**src/rtl/serial_tx_arbiter.sv**
```systemverilog
// Purpose: two-requester round-robin arbiter that serialises the winning byte as a UART-style frame on tx.
// Latency: grant pulse and start bit both appear in the cycle after the accepting edge; frame is 10*CLKS_PER_BIT cycles (11* with parity).
// Backpressure: requests are level-held until granted; while a frame is in flight requests are ignored, not queued.
//
// Ports: clk/rst_n (async active-low); req0/data0, req1/data1 requester inputs; gnt0/gnt1 capture pulses;
//        tx serial line (idle high, registered); busy during frame; owner of current/last frame; done end-of-frame pulse.
// Optional feature: define PARITY_EN to insert an even-parity bit between the data bits and the stop bit.
module serial_tx_arbiter #(
    parameter int CLKS_PER_BIT = 4
) (
    input  logic       clk,
    input  logic       rst_n,
    input  logic       req0,
    input  logic [7:0] data0,
    input  logic       req1,
    input  logic [7:0] data1,
    output logic       gnt0,
    output logic       gnt1,
    output logic       tx,
    output logic       busy,
    output logic       owner,
    output logic       done
);

    localparam int CW = (CLKS_PER_BIT > 1) ? $clog2(CLKS_PER_BIT) : 1;
    localparam logic [CW-1:0] CNT_LAST = CW'(CLKS_PER_BIT - 1);

    typedef enum logic [2:0] {
        IDLE,
        START,
        DATA,
`ifdef PARITY_EN
        PARITY,
`endif
        STOP
    } state_t;

    state_t          state_q, state_n;
    logic [CW-1:0]   cnt_q, cnt_n;
    logic [2:0]      bit_q, bit_n;
    logic [7:0]      byte_q, byte_n;
    logic            last_q, last_n;
    logic            owner_n, gnt0_n, gnt1_n, done_n, tx_n, busy_n;
    logic            tick;
    logic            win;

    // The divider wraps exactly when the current state's bit period ends.
    assign tick = (cnt_q == CNT_LAST);

    always_comb begin
        state_n = state_q;
        cnt_n   = '0;
        bit_n   = bit_q;
        byte_n  = byte_q;
        last_n  = last_q;
        owner_n = owner;
        gnt0_n  = 1'b0;
        gnt1_n  = 1'b0;
        done_n  = 1'b0;
        win     = 1'b0;
        if (state_q != IDLE) begin
            cnt_n = tick ? '0 : cnt_q + CW'(1);
        end

        case (state_q)
            IDLE: begin
                if (req0 || req1) begin
                    // On a tie the requester that lost last time goes next.
                    win     = (req0 && req1) ? ~last_q : req1;
                    byte_n  = win ? data1 : data0;
                    owner_n = win;
                    last_n  = win;
                    gnt0_n  = ~win;
                    gnt1_n  = win;
                    state_n = START;
                end
            end
            START: begin
                if (tick) begin
                    state_n = DATA;
                    bit_n   = 3'd0;
                end
            end
            DATA: begin
                if (tick) begin
                    if (bit_q == 3'd7) begin
`ifdef PARITY_EN
                        state_n = PARITY;
`else
                        state_n = STOP;
`endif
                    end else begin
                        bit_n = bit_q + 3'd1;
                    end
                end
            end
`ifdef PARITY_EN
            PARITY: begin
                if (tick) state_n = STOP;
            end
`endif
            STOP: begin
                if (tick) begin
                    state_n = IDLE;
                    done_n  = 1'b1;
                end
            end
            default: state_n = IDLE;
        endcase

        // tx is registered, so it is derived from the state being entered.
        case (state_n)
            START:   tx_n = 1'b0;
            DATA:    tx_n = byte_n[bit_n];
`ifdef PARITY_EN
            PARITY:  tx_n = ^byte_n;
`endif
            default: tx_n = 1'b1;
        endcase
        busy_n = (state_n != IDLE);
    end

    always_ff @(posedge clk or negedge rst_n) begin
        if (!rst_n) begin
            state_q <= IDLE;
            cnt_q   <= '0;
            bit_q   <= 3'd0;
            byte_q  <= 8'd0;
            last_q  <= 1'b1;
            owner   <= 1'b0;
            gnt0    <= 1'b0;
            gnt1    <= 1'b0;
            done    <= 1'b0;
            tx      <= 1'b1;
            busy    <= 1'b0;
        end else begin
            state_q <= state_n;
            cnt_q   <= cnt_n;
            bit_q   <= bit_n;
            byte_q  <= byte_n;
            last_q  <= last_n;
            owner   <= owner_n;
            gnt0    <= gnt0_n;
            gnt1    <= gnt1_n;
            done    <= done_n;
            tx      <= tx_n;
            busy    <= busy_n;
        end
    end

endmodule

```
**config.mk**
```make
export PLATFORM = sky130hd
export DESIGN_NAME = serial_tx_arbiter
export DESIGN_NICKNAME = d
export VERILOG_FILES = /design/src/rtl/serial_tx_arbiter.sv
export SDC_FILE = /design/constraint.sdc
export NUM_CORES = 1
export LEC_CHECK = 0
export BUFFER_PORTS_ARGS = -buffer_cell sky130_fd_sc_hd__buf_2
export CAP_MARGIN = 20
export CORE_MARGIN = 1.5
export CORE_UTILIZATION = 30
export CTS_BUF_LIST = sky130_fd_sc_hd__clkbuf_8
export DETAILED_ROUTE_END_ITERATION = 6
export GPL_TIMING_DRIVEN = 0
export PLACE_DENSITY_LB_ADDON = 0.15
export REMOVE_ABC_BUFFERS = 1
export SLEW_MARGIN = 20
export SYNTH_ARGS = -nofsm -noshare
export SYNTH_HDL_FRONTEND = slang
export SYNTH_SLANG_ARGS = --single-unit
```
**constraint.sdc**
```tcl
create_clock -name clk -period 4.4 [get_ports clk]
set_input_delay 0.66 -clock clk [delete_from_list [all_inputs] [get_ports clk]]
set_output_delay 0.66 -clock clk [all_outputs]
set_load 0.02 [all_outputs]
```
After elaboration in Yosys (flattened, before gate mapping)
Cells that the tools add are included.
{ "word_totals": {"wordCells": 54, "register_bits": 23, "output_inout_bits": 6, "inputBits": 20} }
{ "classes": {"n_eq_ne": 7, "n_addsub": 2, "bitwise_logic": 2, "reduce_logical": 6, "muxes": 25, "n_lt_le_gt_ge": 1} }
{ "ops": {"columns": ["op", "count"], "rows": [
  ["$mux 3", 8],
  ["$mux 8", 3],
  ["$pmux 3 s4", 1],
  ["$eq 3x2->1 const B", 3],
  ["$mux 1", 8],
  ["$eq 3x1->1 const B", 2],
  ["$pmux 3 s2", 1],
  ["$reduce_bool 3->1", 2],
  ["$lt 3x4->1 const B", 1],
  ["$mux 2", 2],
  ["$add 3x1->3 const B", 1],
  ["$bmux 1 s3", 1],
  ["$eq 3x3->1 const B", 1],
  ["$logic_not 3->1", 1],
  ["$add 2x1->2 const B", 1],
  ["$eq 2x2->1 const B", 1],
  ["$not 1->1", 2],
  ["$pmux 1 s2", 1],
  ["$reduce_and 2->1", 1],
  ["$logic_and 1x1->1", 1],
  ["$logic_or 1x1->1", 1]
]} }

Longest topological paths before layout
Gate-level depths: netlist (run 1).
{ "depth": {"ltp_word": 8, "mapped_depth": 8, "ltp_nobuf": 7} }

Worst setup path after synthesis (run 1)
No wires, ideal clock.
{ "synth_timing": {"path_kind": "input-to-reg", "startpoint": "input port req1", "endpoint": "register tx", "path_stages": 7, "setup_ns": 0.092, "path_buffers": 1, "t_arrival_ns": 1.941, "setup_slack_ns": 2.367, "required_ns": 4.308, "cell_sequence": "or2b_1 > and3_4 > buf_6 > a222oi_1 > mux2_2 > a2bb2oi_2 > a41oi_2"} }
{ "synth_via": {"elab_chain_len": 8, "word_cells_on_any_way": 13, "classes_between": "eq/ne: 2; mux: 9; reduce/logical: 2"} }
{ "synth_rtl": {"columns": ["element", "line_no", "rtl"], "rows": [
  ["start, declared", "15", "input logic req1,"],
  ["$logic_and 1x1->1", "69", "win = (req0 && req1) ? ~last_q : req1;"],
  ["$mux 1", "69", null],
  ["$mux 8", "70", "byte_n = win ? data1 : data0;"],
  ["$mux 8", "67", "if (req0 || req1) begin"],
  ["$mux 8", "65", "case (state_q)"],
  ["$bmux 1 s3", "114", "DATA: tx_n = byte_n[bit_n];"],
  ["$mux 1 (not written as such)", "114", null],
  ["$pmux 1 s2 *", "112", "case (state_n)"],
  ["named net tx_n", "43", "logic owner_n, gnt0_n, gnt1_n, done_n, tx_n, busy_n;"],
  ["end signal, assigned", "146", "tx <= tx_n;"],
  ["end, declared", "19", "output logic tx,"]
]} }
Mark *: on every way through the listed nets, which the timed path passes. The rest lies on a longest branch. The select of a mux whose other input is x is not followed.
A chain may end at the register's enable or synchronous reset.

Worst setup path in the final report (run 1)
{ "layout_timing": {"startpoint": "register cnt_q[0]", "endpoint": "register tx"} }
{ "layout_via": {"elab_chain_len": 6, "word_cells_on_any_way": 13, "classes_between": "eq/ne: 3; mux: 10"} }
{ "layout_rtl": {"columns": ["element", "line_no", "rtl"], "rows": [
  ["start, declared", "39", "logic [CW-1:0] cnt_q, cnt_n;"],
  ["start signal, assigned", "138", "cnt_q <= cnt_n;"],
  ["$eq 2x2->1 *", "48", "assign tick = (cnt_q == CNT_LAST);"],
  ["$mux 3, on equally long branches", "85, 79", null],
  ["$pmux 3 s2", "65", null],
  ["$bmux 1 s3", "114", null],
  ["$mux 1 (not written as such)", "114", null],
  ["$pmux 1 s2 *", "112", null],
  ["named net tx_n", "43", null]
]} }
Marked as above.

==> results of run 1 <==
## cell families (layout without fill, tap and decap cells)
logic type,Yosys count,in the layout,share of synthesized area
DFF,23,23,0.5156
and+or+nand+nor,27,27,0.1563
buffers and inverters,17,40,0.08594
muxes,7,7,0.06696
adders and majority gates,2,2,0.02232
AOI/OAI and AO/OA,19,19,0.1496
other,1,1,0.003345
## per-layer routing
metal  share of wire  routed length, µm  up-vias
li1                -                  -      392
met1            0.44                946      397
met2            0.48               1041       30
met3           0.067                145        5
met4           0.018                 40        0
met5               0                  0        -
## worst max path at each step
stage	start	to	cells after the start
2_1_floorplan	req1	tx	6
3_3_place_gp	req1	tx	6
3_5_place_dp	req0	tx	6
4_1_cts	cnt_q[0]	tx	7
5_1_grt	state_q[0]	tx	6
6_report	cnt_q[0]	tx	7
## registers in the layout, summed over array words and instances (netlist names)
signal,count
state_q,3
tx,1
owner,1
cnt_q,2
busy,1
gnt0,1
byte_q,8
last_q,1
gnt1,1
done,1
bit_q,3
## cell usage in the layout, fill, tap and decap left out, types with 2 or more instances in the layout
cell,synthesis,layout
ha_1,2,2
dfstp_2,2,2
buf_2,2,25
nand2_1,6,6
nand2b_1,2,2
a222oi_1,8,8
dfrtp_1,21,21
nand4_1,2,2
nor2_1,3,3
o21ai_0,2,2
nand3b_1,3,3
a21oi_1,2,2
inv_1,11,11
mux2i_1,5,5
a21o_1,2,2
clkbuf_8,0,3
## where the power goes
group          internal [µW]  switching [µW]  leakage, µW  total (µW)
combinational            102             120     0.000353         222
sequential               288            37.6     0.000290         326
clock                   64.1            71.2    0.0000217         135
total                    454             229     0.000664         683
## through the flow
step	hold WS, ns	cell area [µm²]	util	power, µW
3_3_place_gp	0.4265	1251	0.3444	545.8
2_1_floorplan	0.3644	1066	-	487.9
4_1_cts	0.3754	1300	0.3578	695.6
6_report	0.3519	1300	0.3578	683.2
5_1_grt	0.3896	1300	0.3578	738.7
3_5_place_dp	0.4419	1251	0.3444	555.2
## final cells by class
type                            instances  area (µm²)  area share
Inverter                               11       41.29     0.03176
Clock buffer                            3       41.29     0.03176
Timing Repair Buffer                   25       125.1     0.09625
Sequential cell                        23       578.1      0.4447
Clock inverter                          1       7.507    0.005775
Multi-Input combinational cell         56       446.7      0.3436
Tap cell                               48       60.06     0.04620
==> results.toml, run 1 <==
[synthesis]
yosys-top-cells-count = "21 x dfrtp_1, 11 x inv_1, 8 x a222oi_1"
ys_seq_area_frac = 0.5156
yosys-top-cells-area = "dfrtp_1 47%, a222oi_1 7.1%, dfstp_2 4.7%, mux2i_1 4.5%, buf_6 4.0%"
avgSynthCellArea_um2 = 11.68
yosysMostFrequentCell = "dfrtp_1"
synth-edff-count = 0
async_reset_ff_frac = 1.000
yosysWarnings = 0
synth_top_flop_cell = "dfrtp_1"
synth_top_area_share = 0.4688
ys_types = 35
synth_area_mm2 = 0.001121
synth_top_cell_by_area = "dfrtp_1"
ys_ff_latch = 23
synth_cells = 96

[global_routing]
overflow = 0
busiest_layer = "met2"
grtUsageTotal = 0.1223
grt_pass1_wl_um = 3774
use_met3 = 0.02289
grt_util_met2 = 0.2148
grt_use_met1 = 0.1438
grt_start_max_net_pins = 24
antenna_found_initial = 0
grt_pass1_vias = 823

[timing]
min_period_over_period = 0.5042
slew_headroom = 0.4282
rsz0062_at_grt = "no"
worst_pin_slew_ns = 0.8520
postLayoutSetupSlackWorst_ns = 2.182
max_freq_mhz = 450.8
finalHoldViolations = 0
tns_ns = 0
fin_crit_ns = 2.218
drv_slew = 0
finClkSkew_ns = 0.002956
setup_viol = 0

[placement]
io_buffer_count = 25
dp_hpwl_um = 1540
gp_congestion = 0.6910
post-place-ws_ns = 1.962
dp_cells = 163

[clocking]
post-cts-setup-buffer-count = 0
cts_tree = "built"
clk_pin_slew_ns = 0.09
ctsLongestPathBuffers = 2
worstSkewPairLatency_ns = 0.27
htree_levels = 1
cts-root-buf = "clkbuf_8"
cts_buffers = 3
cts_hold_buffers = 0
cts_repair_resize_count = 0
clock-sinks = 23

[route]
vias_per_cell = 4.934
ant_nets = 0
drc = 0
drt-initial-drc-count = 47
vias = 824
drt_pre_antenna_iters = 6
wl_per_cell_um = 13.01
wirelength_um = 2173

[die]
dieArea_mm2 = 0.004113
die_w_um = 64.13
die_h_um = 64.13
start_util = 0.3085
io_pins = 26
core.rowCount = 22
core-area_mm2 = 0.003633

[worst_setup_path]
crit_arrival_ns = 2.41
crit_family = "multiplexers"
path_class = "reg2reg"
r2r_slack_ns = 2.18
cpMaxStageDelayCell = "mux2_2"
r2r-end = "tx"
cpPeakStageDelay_ns = 0.40
endpoint_kind = "register"
worstPathMaxFanout = 10
crit_buf_inv = 0
crit_required_ns = 4.59
cp-start-kind = "register"
crit_chain = "ha_1 > nand4bb_1 > and2_1 > mux2i_2 > mux2_2 > a2bb2oi_2 > a41oi_2"
timing.rr.start = "cnt_q[0]"
rr_worst_depth = 7

[pwr]
leakagePower_uw = 0.0006644
powerDensity_mw_per_mm2 = 525.5
ir_drop_mv = 0.1932

[finish]
nets = 142
fillerInstances = 387
fin_cells = 167
drive_above_1_share = 0.3277
antennaDiodeCount = 0
syn_to_final_growth_pct = 15.96

[flow_run]
maxCapViolCount = 0

[hold_path]
hold_path.class = "in2async"

[outcome]
status = "finished clean"
(Power assumes the default switching activity.)
==> run 2: changes to the inputs <==
==> constraint.sdc (replaced) <==
create_clock -name clk -period 2.1 [get_ports clk]
set_input_delay 0.315 -clock clk [delete_from_list [all_inputs] [get_ports clk]]
set_output_delay 0.315 -clock clk [all_outputs]
set_load 0.02 [all_outputs]
==> run 2 against run 1 <==
Against the previous run: worst setup slack worse by 2.1 ns; combinational power increased by 140%; largest cell class unchanged; final cell count is 6.0% higher; sequential cell count unchanged; count of clock-buffer cells in the layout unchanged; hold slack got worse by 0.35 ns; clock power is 120% higher; sequential share of layout area is 3.9 points lower; register-to-register slack got worse by 2.1 ns; critical path depth decreased by 1; utilization rose by 3.6 points.
==> results.toml, run 2 (synthesis results as in run 1) <==
[outcome]
status = "finished clean"

[clocking]
cts_tree = "built"
worstSkewPairLatency_ns = 0.27
htree_levels = 1
clock-sinks = 23
clk_pin_slew_ns = 0.09
cts-root-buf = "clkbuf_8"
ctsLongestPathBuffers = 2
cts_buffers = 3

[worst_setup_path]
cp-start-kind = "register"
crit_required_ns = 2.29
worstPathMaxFanout = 8
rr_worst_depth = 6
crit_chain = "nor3_4 > o21ai_4 > a222oi_1 > mux2_4 > a2bb2oi_2 > a41oi_2"
timing.rr.start = "state_q[1]"
endpoint_kind = "register"
cpPeakStageDelay_ns = 0.48
cp-startpoint = "state_q[1]"
worstSetupPathDepth = 6
crit_arrival_ns = 2.17
crit_buf_inv = 0
cpMaxStageDelayCell = "dfrtp_2"
crit_family = "compound AO/OA/AOI/OAI gates"
path_class = "reg2reg"

[pwr]
power_frac_comb = 0.356
switchingPower_uw = 516.3
power_frac_clock = 0.191
leakagePower_uw = 0.0007158
pwr-share-seq = 0.453
p_sw_frac = 0.3390
powerDensity_mw_per_mm2 = 1064
intPower_uw = 1007
ir_drop_mv = 0.4262

[route]
wirelength_um = 2350
vias = 862
ant_nets = 0
drt_pre_antenna_iters = 4
drc = 0
wl_per_cell_um = 13.28
vias_per_cell = 4.870
drt-initial-drc-count = 48

[die]
io_pins = 26
die_w_um = 64.13
core.rowCount = 22
dieArea_mm2 = 0.004113
core-area_mm2 = 0.003633
start_util = 0.3085
die_h_um = 64.13

[timing]
finalHoldViolations = 0
worst_pin_slew_ns = 0.5193
max_freq_mhz = 504.0
slew_headroom = 0.6538
fin_crit_ns = 1.984
drv_slew = 0
min_period_over_period = 0.9449
setup_viol = 0
finClkSkew_ns = 0.005985

[finish]
drive_above_1_share = 0.4109
top_register = "byte_q"
antennaDiodeCount = 0
fillerInstances = 383
final_common_cell = "buf_2"
fin_util = 0.3939
largest_reg_flops = 8
nets = 152
syn_to_final_growth_pct = 27.68
reg_top3 = "byte_q x8, bit_q x3, state_q x3"
fin_cells = 177
layout_common_cells = "25 x buf_2, 19 x dfrtp_1, 11 x inv_1, 8 x a222oi_1, 8 x buf_4"

[global_routing]
grt_pass1_vias = 836
grt_util_met2 = 0.2240
grt_pass1_wl_um = 3815
busiest_layer = "met2"
overflow = 0
use_met3 = 0.02289
grt_use_met1 = 0.1404
antenna_found_initial = 0
grtUsageTotal = 0.1238
grt_start_max_net_pins = 24

[placement]
dp_hpwl_um = 1540
gp_congestion = 0.6910
dp_cells = 163
io_buffer_count = 25

[hold_path]
hold_path.class = "in2async"

[flow_run]
maxCapViolCount = 0
-- run 2: cell count changes in the layout (fill, tap and decap cells not counted), sizes merged --
cell   delta
o21ai     +1
buf       +9
-- run 2: final cells by class --
cell class	count	area (µm²)	area share
clock buffer	3	41.29	0.02885
clock inverter	1	7.507	0.005245
inverter	11	41.29	0.02885
multi-input combinational	57	495.5	0.3462
sequential	23	580.6	0.4056
tap	48	60.06	0.04196
timing repair buffer	34	205.2	0.1434
-- run 2: timing repair --
item                                    4_1_cts  5_1_grt
endpoints found under the setup margin        1        1
hold buffers                                  0        0
hold endpoints to repair                      0        0
buffers inserted                              0        9
gates cloned                                  0        1
pin swaps                                     0        3
resized for setup                             3        6
-- run 2: final timing paths --
path | end | slack (ns)
max in group asynchronous | state_q[2] | 1.72
min in group clk | byte_q[2] | 0.27
hold reg to reg | owner | 0.49
setup reg to reg | tx | 0.12
setup / recovery | tx | 0.12
hold / removal | cnt_q[1] | 0.003
-- run 2: power groups by stage --
| stage | combinational, µW | clock, µW | sequential (µW) |
|---|---|---|---|
| 2_1_floorplan | 310 | 0 | 713 |
| 3_3_place_gp | 461 | 0 | 682 |
| 3_5_place_dp | 475 | 0 | 688 |
| 5_1_grt | 605 | 319 | 707 |
| 4_1_cts | 486 | 299 | 683 |
| 6_report | 543 | 291 | 690 |
-- run 2: worst reg2reg max path: stages (launching register included) --
cell and delay (ns):
dfrtp_2 0.48, nor3_4 0.33, o21ai_4 0.16, a222oi_1 0.44, mux2_4 0.23, a2bb2oi_2 0.15, a41oi_2 0.11
-- run 2: per-layer routing --
layer  routed length [µm]  up-vias
li1                     -      414
met1                 1056      416
met2                 1136       27
met3                  116        5
met4                   40        0
met5                    0        -
-- run 2: metrics by stage --
stage | total power (µW) | area [µm²] | hold slack (ns) | setup TNS, ns | setup slack [ns]
after global placement | 1143 | 1251 | 0.3248 | -0.1146 | -0.1146
after CTS | 1468 | 1315 | 0.03038 | 0 | 0.04383
after global routing | 1632 | 1431 | 0.04450 | -0.01479 | -0.01479
after detailed placement | 1163 | 1251 | 0.3316 | -0.09179 | -0.09179
after floorplan | 1022 | 1066 | 0.01941 | 0 | 0.1569
final | 1523 | 1431 | 0.003367 | 0 | 0.1158
